===== config.mk =====
export PLATFORM = sky130hd
export DESIGN_NAME = sample_bus_sequencer_flat
export DESIGN_NICKNAME = d
export VERILOG_FILES = /design/src/rtl/sample_bus_sequencer_if.sv /design/src/rtl/sample_bus_sequencer.sv /design/src/flat_wrapper.sv
export SDC_FILE = /design/constraint.sdc
export NUM_CORES = 1
export LEC_CHECK = 0
export BUFFER_PORTS_ARGS = -buffer_cell sky130_fd_sc_hd__buf_2
export CORE_MARGIN = 3
export CORE_UTILIZATION = 48
export CTS_CLUSTER_SIZE = 28
export DETAILED_ROUTE_END_ITERATION = 10
export GPL_TIMING_DRIVEN = 0
export PLACE_DENSITY_LB_ADDON = 0.2
export SLEW_MARGIN = 20
export SYNTH_ARGS = -nofsm -noshare
export SYNTH_HDL_FRONTEND = slang
export SYNTH_SLANG_ARGS = --single-unit
export TNS_END_PERCENT = 30

===== constraint.sdc =====
create_clock -name clk -period 2.4 [get_ports clk]
set_clock_uncertainty 0.15 [all_clocks]
set_input_delay 0.24 -clock clk [delete_from_list [all_inputs] [get_ports clk]]
set_output_delay 0.24 -clock clk [all_outputs]
set_load 0.01 [all_outputs]

===== src/rtl/sample_bus_sequencer_if.sv =====
// -----------------------------------------------------------------------------
// sample_bus_sequencer_if
// Purpose : bundles the command bus, the per-channel request levels, the FIFO
//           back-pressure and the shared sample-bus outputs of the sample bus
//           sequencer into one interface.
// Modports:
//   master - the side that issues commands and raises requests (pincontrols,
//            command master, sample_collector); observes the bus outputs
//   slave  - the sequencer itself
// Signals :
//   cmd_bus_en / cmd_bus_wr / cmd_bus_addr[15:0] / cmd_bus_data[31:0]
//   channel_request[NUM_CHANNELS-1:0]  per-channel "sample pending" level
//   sample_fifo_almost_full            back-pressure from the collector
//   channel_select[7:0]                granted channel, 8'hFF = none
//   output_sample                      one-cycle drive strobe
//   busy                               high while a grant occupies the bus
//   grant_count[31:0]                  grants issued (0 unless stats built)
// -----------------------------------------------------------------------------
interface sample_bus_sequencer_if #(
  parameter int NUM_CHANNELS = 50
);
  logic                    cmd_bus_en;
  logic                    cmd_bus_wr;
  logic [15:0]             cmd_bus_addr;
  logic [31:0]             cmd_bus_data;
  logic [NUM_CHANNELS-1:0] channel_request;
  logic                    sample_fifo_almost_full;
  logic [7:0]              channel_select;
  logic                    output_sample;
  logic                    busy;
  logic [31:0]             grant_count;

  modport master (
    output cmd_bus_en, cmd_bus_wr, cmd_bus_addr, cmd_bus_data,
    output channel_request, sample_fifo_almost_full,
    input  channel_select, output_sample, busy, grant_count
  );

  modport slave (
    input  cmd_bus_en, cmd_bus_wr, cmd_bus_addr, cmd_bus_data,
    input  channel_request, sample_fifo_almost_full,
    output channel_select, output_sample, busy, grant_count
  );
endinterface


===== src/rtl/sample_bus_sequencer.sv =====
// -----------------------------------------------------------------------------
// sample_bus_sequencer
// Purpose : owns the shared sample bus. Polls channels round-robin, one
//           candidate per cycle, and grants the bus to an enabled channel with
//           a pending sample while the sample FIFO is not almost full. A grant
//           is a one-cycle output_sample strobe followed by HOLD_CYCLES cycles
//           with channel_select held so the pin can settle the data bus.
// Ports   :
//   clk  - system clock
//   rst  - synchronous, active-high reset
//   bus  - sample_bus_sequencer_if.slave (command bus, requests,
//          back-pressure, channel_select/output_sample/busy/grant_count)
// Commands (address POSITION, op = cmd_bus_data[31:30]):
//   00 clear enable mask and grant_count, 01 enable ch data[7:0],
//   10 disable ch data[7:0], 11 run <= data[0]
// Build option:
//   SAMPLE_SEQ_STATS_EN - when defined grant_count is a live 32-bit counter,
//                         otherwise it is tied to zero.
// -----------------------------------------------------------------------------
module sample_bus_sequencer #(
  parameter int POSITION     = 242,
  parameter int NUM_CHANNELS = 50,
  parameter int HOLD_CYCLES  = 2
) (
  input  logic                   clk,
  input  logic                   rst,
  sample_bus_sequencer_if.slave  bus
);

  localparam logic [15:0]             POS_ADDR = 16'(POSITION);
  localparam logic [7:0]              LAST_CH  = 8'(NUM_CHANNELS - 1);
  localparam logic [3:0]              HOLD_LD  = 4'(HOLD_CYCLES - 1);
  localparam logic [NUM_CHANNELS-1:0] ONE_HOT0 = NUM_CHANNELS'(1);
  localparam logic [7:0]              NO_CH    = 8'hFF;

  typedef enum logic [1:0] {
    SCAN   = 2'd0,
    STROBE = 2'd1,
    HOLD   = 2'd2
  } state_t;

  state_t                  r_state;
  logic [7:0]              r_ptr;
  logic [7:0]              r_sel;
  logic [3:0]              r_hold;
  logic [NUM_CHANNELS-1:0] r_mask;
  logic                    r_run;
  logic                    r_strobe;
  logic                    r_busy;

  logic                    w_cmd;
  logic [1:0]              w_op;
  logic [7:0]              w_idx;
  logic                    w_idx_ok;
  logic [NUM_CHANNELS-1:0] w_idx_bit;
  logic [NUM_CHANNELS-1:0] w_cand;
  logic                    w_grant;
  logic                    w_unused_bits;

  function automatic logic [7:0] next_ch(input logic [7:0] ch);
    return (ch == LAST_CH) ? 8'd0 : ch + 8'd1;
  endfunction

  assign w_cmd         = bus.cmd_bus_en & bus.cmd_bus_wr & (bus.cmd_bus_addr == POS_ADDR);
  assign w_op          = bus.cmd_bus_data[31:30];
  assign w_idx         = bus.cmd_bus_data[7:0];
  assign w_idx_ok      = (w_idx <= LAST_CH);
  assign w_idx_bit     = ONE_HOT0 << w_idx;
  assign w_unused_bits = &{1'b0, bus.cmd_bus_data[29:8]};

  // Bit 0 of the shifted vector is the current candidate; registered mask and
  // run are used, so a command accepted this cycle only affects later scans.
  assign w_cand  = (r_mask & bus.channel_request) >> r_ptr;
  assign w_grant = r_run & w_cand[0] & ~bus.sample_fifo_almost_full;

  always_ff @(posedge clk) begin
    if (rst) begin
      r_state  <= SCAN;
      r_ptr    <= 8'd0;
      r_sel    <= NO_CH;
      r_hold   <= 4'd0;
      r_mask   <= '0;
      r_run    <= 1'b0;
      r_strobe <= 1'b0;
      r_busy   <= 1'b0;
    end else begin
      if (w_cmd) begin
        case (w_op)
          2'b00: r_mask <= '0;
          2'b01: if (w_idx_ok) r_mask <= r_mask | w_idx_bit;
          2'b10: if (w_idx_ok) r_mask <= r_mask & ~w_idx_bit;
          default: r_run <= bus.cmd_bus_data[0];
        endcase
      end

      case (r_state)
        SCAN: begin
          if (w_grant) begin
            r_sel    <= r_ptr;
            r_strobe <= 1'b1;
            r_busy   <= 1'b1;
            r_state  <= STROBE;
          end else begin
            r_ptr <= next_ch(r_ptr);
          end
        end
        STROBE: begin
          r_strobe <= 1'b0;
          r_hold   <= HOLD_LD;
          r_state  <= HOLD;
        end
        HOLD: begin
          if (r_hold == 4'd0) begin
            r_sel   <= NO_CH;
            r_busy  <= 1'b0;
            r_ptr   <= next_ch(r_sel);
            r_state <= SCAN;
          end else begin
            r_hold <= r_hold - 4'd1;
          end
        end
        default: r_state <= SCAN;
      endcase
    end
  end

  assign bus.channel_select = r_sel;
  assign bus.output_sample  = r_strobe;
  assign bus.busy           = r_busy;

`ifdef SAMPLE_SEQ_STATS_EN
  logic [31:0] r_grant_cnt;

  // A clear command wins over a coincident STROBE increment.
  always_ff @(posedge clk) begin
    if (rst) begin
      r_grant_cnt <= 32'h0;
    end else if (w_cmd && (w_op == 2'b00)) begin
      r_grant_cnt <= 32'h0;
    end else if (r_state == STROBE) begin
      r_grant_cnt <= r_grant_cnt + 32'h1;
    end
  end

  assign bus.grant_count = r_grant_cnt;
`else
  assign bus.grant_count = 32'h0;
`endif

endmodule


===== src/flat_wrapper.sv =====
// flat-port wrapper written by rule: the top's interface ports become plain ports
module sample_bus_sequencer_flat 
#(
  parameter int POSITION     = 242,
  parameter int NUM_CHANNELS = 50,
  parameter int HOLD_CYCLES  = 2
)
  (clk, rst, bus_cmd_bus_en, bus_cmd_bus_wr, bus_cmd_bus_addr, bus_cmd_bus_data, bus_channel_request, bus_sample_fifo_almost_full, bus_channel_select, bus_output_sample, bus_busy, bus_grant_count);
  sample_bus_sequencer_if #(.NUM_CHANNELS(NUM_CHANNELS)) bus_i ();
  input  logic clk;
  input  logic rst;
  input wire logic [$bits(bus_i.cmd_bus_en)-1:0] bus_cmd_bus_en;
  input wire logic [$bits(bus_i.cmd_bus_wr)-1:0] bus_cmd_bus_wr;
  input wire logic [$bits(bus_i.cmd_bus_addr)-1:0] bus_cmd_bus_addr;
  input wire logic [$bits(bus_i.cmd_bus_data)-1:0] bus_cmd_bus_data;
  input wire logic [$bits(bus_i.channel_request)-1:0] bus_channel_request;
  input wire logic [$bits(bus_i.sample_fifo_almost_full)-1:0] bus_sample_fifo_almost_full;
  output wire logic [$bits(bus_i.channel_select)-1:0] bus_channel_select;
  output wire logic [$bits(bus_i.output_sample)-1:0] bus_output_sample;
  output wire logic [$bits(bus_i.busy)-1:0] bus_busy;
  output wire logic [$bits(bus_i.grant_count)-1:0] bus_grant_count;
  assign bus_i.cmd_bus_en = bus_cmd_bus_en;
  assign bus_i.cmd_bus_wr = bus_cmd_bus_wr;
  assign bus_i.cmd_bus_addr = bus_cmd_bus_addr;
  assign bus_i.cmd_bus_data = bus_cmd_bus_data;
  assign bus_i.channel_request = bus_channel_request;
  assign bus_i.sample_fifo_almost_full = bus_sample_fifo_almost_full;
  assign bus_channel_select = bus_i.channel_select;
  assign bus_output_sample = bus_i.output_sample;
  assign bus_busy = bus_i.busy;
  assign bus_grant_count = bus_i.grant_count;
  sample_bus_sequencer #(.POSITION(POSITION), .NUM_CHANNELS(NUM_CHANNELS), .HOLD_CYCLES(HOLD_CYCLES)) u_core (.clk(clk), .rst(rst), .bus(bus_i));
endmodule

==> impl_metrics.json, run 1 <==
{
  "syn_to_final_growth_pct": 27.00,
  "pwr-share-seq": 0.418,
  "dpl_worst_slack_ps": -569.8,
  "p_clk_frac": 0.407,
  "synth_edf_count": 0,
  "worst_slack_ps": -204.3,
  "violations": "negative setup slack",
  "wl_um": 18580,
  "io_pins": 145,
  "drive_gt1_frac": 0.2385,
  "insertion_delay_ps": 360,
  "critPathLaunchType": "flip-flop",
  "htree_levels": 3,
  "clock-sinks": 75,
  "setup_viol": 16,
  "max_stage_delay_ps": 440,
  "num-nets-final": 979,
  "worstSetupEndpointType": "flip-flop",
  "dp_hpwl_um": 13050,
  "num_vias": 5991,
  "cts_root_buffer": "clkbuf_8",
  "hold_viol_final": 0,
  "reg2reg_depth": 11,
  "ant_nets": 0,
  "die_y_um": 109.0,
  "max_freq_mhz": 384.0,
  "die_w_um": 109.0,
  "die_area_um2": 11880,
  "status": "finished, violations left",
  "synth_cells": 723,
  "p_sw_w": 0.0008517,
  "synth_seq_cells": 75,
  "routedWlPerCell_um": 18.49,
  "clockBufferDepth": 2,
  "yosysTopAreaCell": "dfxtp_1",
  "cts-buffers-inserted": 9,
  "synth_top_area_frac": 0.2948,
  "p_leak_nw": 2.502,
  "vias_per_cell": 5.961,
  "layout_commonest_cell": "a21oi_1",
  "required_ps": 2490,
  "gr-total-overflow": 0,
  "ys.flop_type": "dfxtp_1",
  "slew_headroom": 0.2262,
  "grt.total_usage": 0.3051,
  "syn_avg_cell_area_um2": 7.045,
  "rows": 36,
  "grt_antenna_before_repair": 0,
  "period_minus_slack_ps": 2604,
  "maxCapViolations": 0,
  "worst_pin_slew_ps": 1150,
  "ys.warnings.count": 0,
  "start_util": 0.5071,
  "cts_hold_buf": 0,
  "grt_pass1_wl_um": 28160,
  "crit_type": "flip-flop to flip-flop",
  "hold_path.class": "input port to flip-flop",
  "grt_max_degree": 14,
  "numPortBuffers": 89,
  "n_antenna_cell": 0,
  "critPathMaxFanout": 10,
  "first_iter_violations": 568,
  "yosysSeqAreaShare": 0.2948,
  "max-vdd-ir-drop_v": 0.0003202,
  "synthArstFlopShare": 0,
  "yosys-top-cells-area": "dfxtp_1 29%, a21oi_1 12%, nor2_1 6.7%",
  "swShare": 0.2833,
  "core_um2": 10040,
  "drtPass1Iterations": 5,
  "p_comb_frac": 0.175,
  "fin_hold_ws_ps": 39.00,
  "crit_chain": "buf_4 > buf_8 > buf_8 > and3b_1 > o2111ai_1 > a21oi_1 > a31o_4 > o31a_1 > clkbuf_8 > nor4_1 > a21oi_1",
  "hold_depth": 3,
  "final_max_slew_viol_count": 0,
  "synth_cell_types": 68,
  "drc": 0,
  "clk_pin_slew_ps": 90,
  "p_int_w": 0.002155,
  "cts_tree": "built",
  "layout_common_cells": "114 x a21oi_1, 90 x buf_2, 88 x nor2_1",
  "fin_crit_sh": 1.085,
  "power_density_nw_per_um2": 464.8,
  "gp_congestion": 0.9313,
  "grt_pass1_vias": 5574,
  "slowest_stage": "dfxtp_4",
  "arrival_ps": 2700,
  "syn_area_um2": 5094,
  "rsz0062_at_grt": "yes"
}
-- worst max-delay path, delay by kind of cell, from the launching register on --
family          cells  cell delay, ps
flops               1             440
simple gates        2             460
compound gates      5             820
buf+inv             4             610
-- power by group through the flow --
stage	clock network, W	registers, W	logic (W)
CTS	0.00121	0.00126	0.000476
global route	0.00126	0.00126	0.000566
floorplan	0	0.00128	0.000285
global placement	0	0.00128	0.000438
detailed placement	0	0.00128	0.000445
finish	0.00122	0.00126	0.000526
-- Yosys cell counts (5+ instances only) --
master	count
xor2_1	7
nand3b_1	11
nor3b_1	7
nand3_1	30
o21ai_0	27
nor2b_1	8
nor4_1	9
inv_1	12
nor3_1	38
buf_2	5
nand2b_1	6
nor2_1	91
a21oi_1	118
and3_1	6
buf_4	32
clkbuf_1	44
nand4_1	9
nand2_1	79
dfxtp_1	75
and2_1	10
ha_1	9
-- per-stage QoR --
stage	instances	instance area [µm²]	power (W)	utilization	TNS (ps)
floorplan	754	5218	0.001566	-	-482.1
global placement	976	5829	0.001720	0.5803	-17220
detailed placement	976	5829	0.001727	0.5803	-17500
CTS	999	6243	0.002943	0.6216	-1052
global route	1005	6469	0.003089	0.6440	-3145
finish	1005	6469	0.003007	0.6440	-1931
-- cell type report --
cell class              instances  area (µm²)
flip-flops and latches         75        1506
clock buffers                  10       127.6
inverters                      13       53.80
multi-input cells             582        3422
well taps                     133       166.4
repair buffers                105       596.8
fillers                       902        3576
plain buffers                  81       483.0
clock inverters                 6       112.6
-- cell families after synthesis --
kind of cell / Yosys count / synth area share
AND/OR/NAND/NOR: 328 / 0.3208
AO/OA/AOI/OAI: 200 / 0.2339
buffers and inverters: 98 / 0.1014
flip-flops: 75 / 0.2948
adder cells (fa/ha/maj): 9 / 0.02211
XOR/XNOR: 9 / 0.01548
multiplexers: 3 / 0.01081
other: 1 / 0.0007362
-- registers in the layout (all words and copies together) (netlist names) --
name	flops
u_core.r_mask	50
u_core.bus.channel_select	8
u_core.r_ptr	8
u_core.r_hold	4
u_core.r_state	2
u_core.bus.busy	1
u_core.bus.output_sample	1
u_core.r_run	1
-- routing by layer --
| layer | part of all wire | track usage | wire, µm | vias up |
|---|---|---|---|---|
| met1 | 0.37 | 0.3719 | 6964 | 2760 |
| met3 | 0.095 | 0.06217 | 1773 | 68 |
| li1 | - | - | - | 2799 |
| met5 | 0 | 0 | 0 | - |
| met2 | 0.48 | 0.5118 | 8963 | 364 |
| met4 | 0.047 | 0.1470 | 881 | 0 |
-- final timing paths --
kind	slack, ps	end	start
max	-200	u_core.bus.channel_select[4]	u_core.r_ptr[0]
min	40	u_core.r_run	bus_cmd_bus_data[0]
max reg2reg	-200	u_core.bus.channel_select[4]	u_core.r_ptr[0]
min reg2reg	300	u_core.r_mask[35]	u_core.r_mask[35]
-- what timing repair did --
action                     CTS  global route
gates resized for setup     32            36
setup endpoints to repair   28            25
hold endpoints to repair     0             0
pin swaps                    3             8
cloned                       0             2
setup buffers                9             6
No activity file was read; power rests on OpenSTA's default activity.
==> run 2: changes to the inputs <==
Settings changed: REMOVE_ABC_BUFFERS set to 1.
==> impl_metrics.json, run 2 (synthesis results as in run 1) <==
{
  "status": "finished, violations left",
  "violations": "negative setup slack",
  "vias_per_cell": 6.017,
  "die_y_um": 109.0,
  "reg2reg_from": "u_core.r_ptr[0]",
  "cts_hold_buf": 0,
  "max_freq_mhz": 396.9,
  "place_area_um2": 5470,
  "largest_reg_flops": 50,
  "p_int_w": 0.001854,
  "critPathLaunchType": "flip-flop",
  "wl_um": 16960,
  "grt.total_usage": 0.2777,
  "fin_crit_sh": 1.050,
  "gp_congestion": 0.8961,
  "dpl_worst_slack_ps": -921.1,
  "critPathMaxFanout": 6,
  "final_area_um2": 6043,
  "drc": 0,
  "layout_common_cells": "115 x a21oi_1, 90 x buf_2, 89 x nor2_1",
  "insertion_delay_ps": 360,
  "pwr-share-seq": 0.477,
  "required_ps": 2480,
  "arrival_ps": 2600,
  "routedWlPerCell_um": 18.16,
  "n_antenna_cell": 0,
  "p_total_w": 0.002647,
  "final_max_slew_viol_count": 0,
  "drive_gt1_frac": 0.2260,
  "min_from": "bus_cmd_bus_data[0]",
  "rsz0062_at_grt": "yes",
  "dp_hpwl_um": 11160,
  "numPortBuffers": 90,
  "slew_headroom": 0.2669,
  "rows": 36,
  "core_um2": 10040,
  "worst_pin_slew_ps": 1090,
  "grt_pass1_wl_um": 25590,
  "num_vias": 5620,
  "register_area_um2": 1516,
  "p_leak_nw": 2.253,
  "cts-buffers-inserted": 9,
  "max-vdd-ir-drop_v": 0.0003358,
  "start_util": 0.5071,
  "cts_tree": "built",
  "die_area_um2": 11880,
  "htree_levels": 3,
  "grt_max_degree": 47,
  "hold_path.class": "input port to flip-flop",
  "clockBufferDepth": 2,
  "num-nets-final": 910,
  "maxCapViolations": 0,
  "gr-total-overflow": 0,
  "p_clk_frac": 0.341,
  "worstSetupStartpoint": "u_core.r_ptr[0]",
  "die_w_um": 109.0,
  "multiInputGateArea_um2": 3391,
  "worst_slack_ps": -119.8,
  "fillCellCount": 907,
  "crit_type": "flip-flop to flip-flop",
  "setup_viol": 7,
  "first_iter_violations": 659,
  "hold_viol_final": 0,
  "layout_commonest_cell": "a21oi_1",
  "period_minus_slack_ps": 2520,
  "clock-sinks": 75,
  "clk_pin_slew_ps": 80,
  "grt_pass1_vias": 5070,
  "largest-register": "u_core.r_mask",
  "worstSetupEndpointType": "flip-flop",
  "io_pins": 145,
  "syn_to_final_growth_pct": 18.64,
  "drtPass1Iterations": 7,
  "swShare": 0.2996,
  "ant_nets": 0,
  "setup_tns_ps": -616.9,
  "cts_root_buffer": "clkbuf_8",
  "p_sw_w": 0.0007929,
  "grt_antenna_before_repair": 0,
  "power_density_nw_per_um2": 437.9,
  "p_comb_frac": 0.183
}
## run 2: cell types whose count changed in the layout (fill, tap and decap cells not counted), sizes merged
cell / before / now
clkinvlp: 1 / 3
inv: 12 / 10
bufinv: 3 / 0
nand2b: 7 / 6
clkinv: 3 / 2
clkbuf: 54 / 12
buf: 142 / 118
## run 2: timing repair
action                                  CTS  global route
resized for setup                        29            30
endpoints found under the setup margin   19            40
pin swaps                                 2            10
buffers inserted                         13             9
## run 2: area by class of cell
type | count | share of cell area
clock inverters | 2 | 0.002070
repair buffers | 118 | 0.1226
inverters | 13 | 0.01014
multi-input cells | 581 | 0.5611
clock buffers | 12 | 0.02567
well taps | 133 | 0.02754
flip-flops and latches | 75 | 0.2509
## run 2: power by group through the flow
stage	Combinational [W]	Sequential, W	Clock, W
after floorplan	0.000195	0.00129	0
after global placement	0.000354	0.00131	0
after detailed placement	0.000369	0.00131	0
after CTS	0.000429	0.00126	0.000900
after global routing	0.000520	0.00126	0.000969
final	0.000484	0.00126	0.000902
## run 2: worst paths after layout
path                            depth (start not counted)  slack, ps           endpoint
worst max-delay path                                    9       -120    u_core.r_ptr[2]
worst max register to register                          9       -120    u_core.r_ptr[2]
worst min-delay path                                    3         70       u_core.r_run
worst min register to register                          2        310  u_core.r_mask[35]
## run 2: worst max-delay path, cell delays in order, from the launching register on
cell and delay [ps]:
dfxtp_4 400, buf_12 150, nand3_4 50, o21ai_2 70
a221o_1 340, o211a_4 250, or4b_4 580, buf_6 160
a21oi_4 140, o32ai_2 80
## run 2: stage by stage
| stage | hold slack, ps | cells | utilization |
|---|---|---|---|
| after floorplan | 154.6 | 669 | - |
| after global placement | 284.3 | 892 | 0.5335 |
| after detailed placement | 292.7 | 898 | 0.5446 |
| after CTS | 68.82 | 925 | 0.5810 |
| after global routing | 83.81 | 934 | 0.6016 |
| final | 72.20 | 934 | 0.6016 |
## run 2: layer usage
layer	share of wire	wire, µm	vias up	GRT usage
met4	0.031	533	0	0.1100
met5	0	0	-	0
li1	-	-	2658	-
met3	0.093	1576	48	0.06927
met1	0.40	6774	2599	0.3555
met2	0.48	8080	315	0.4478
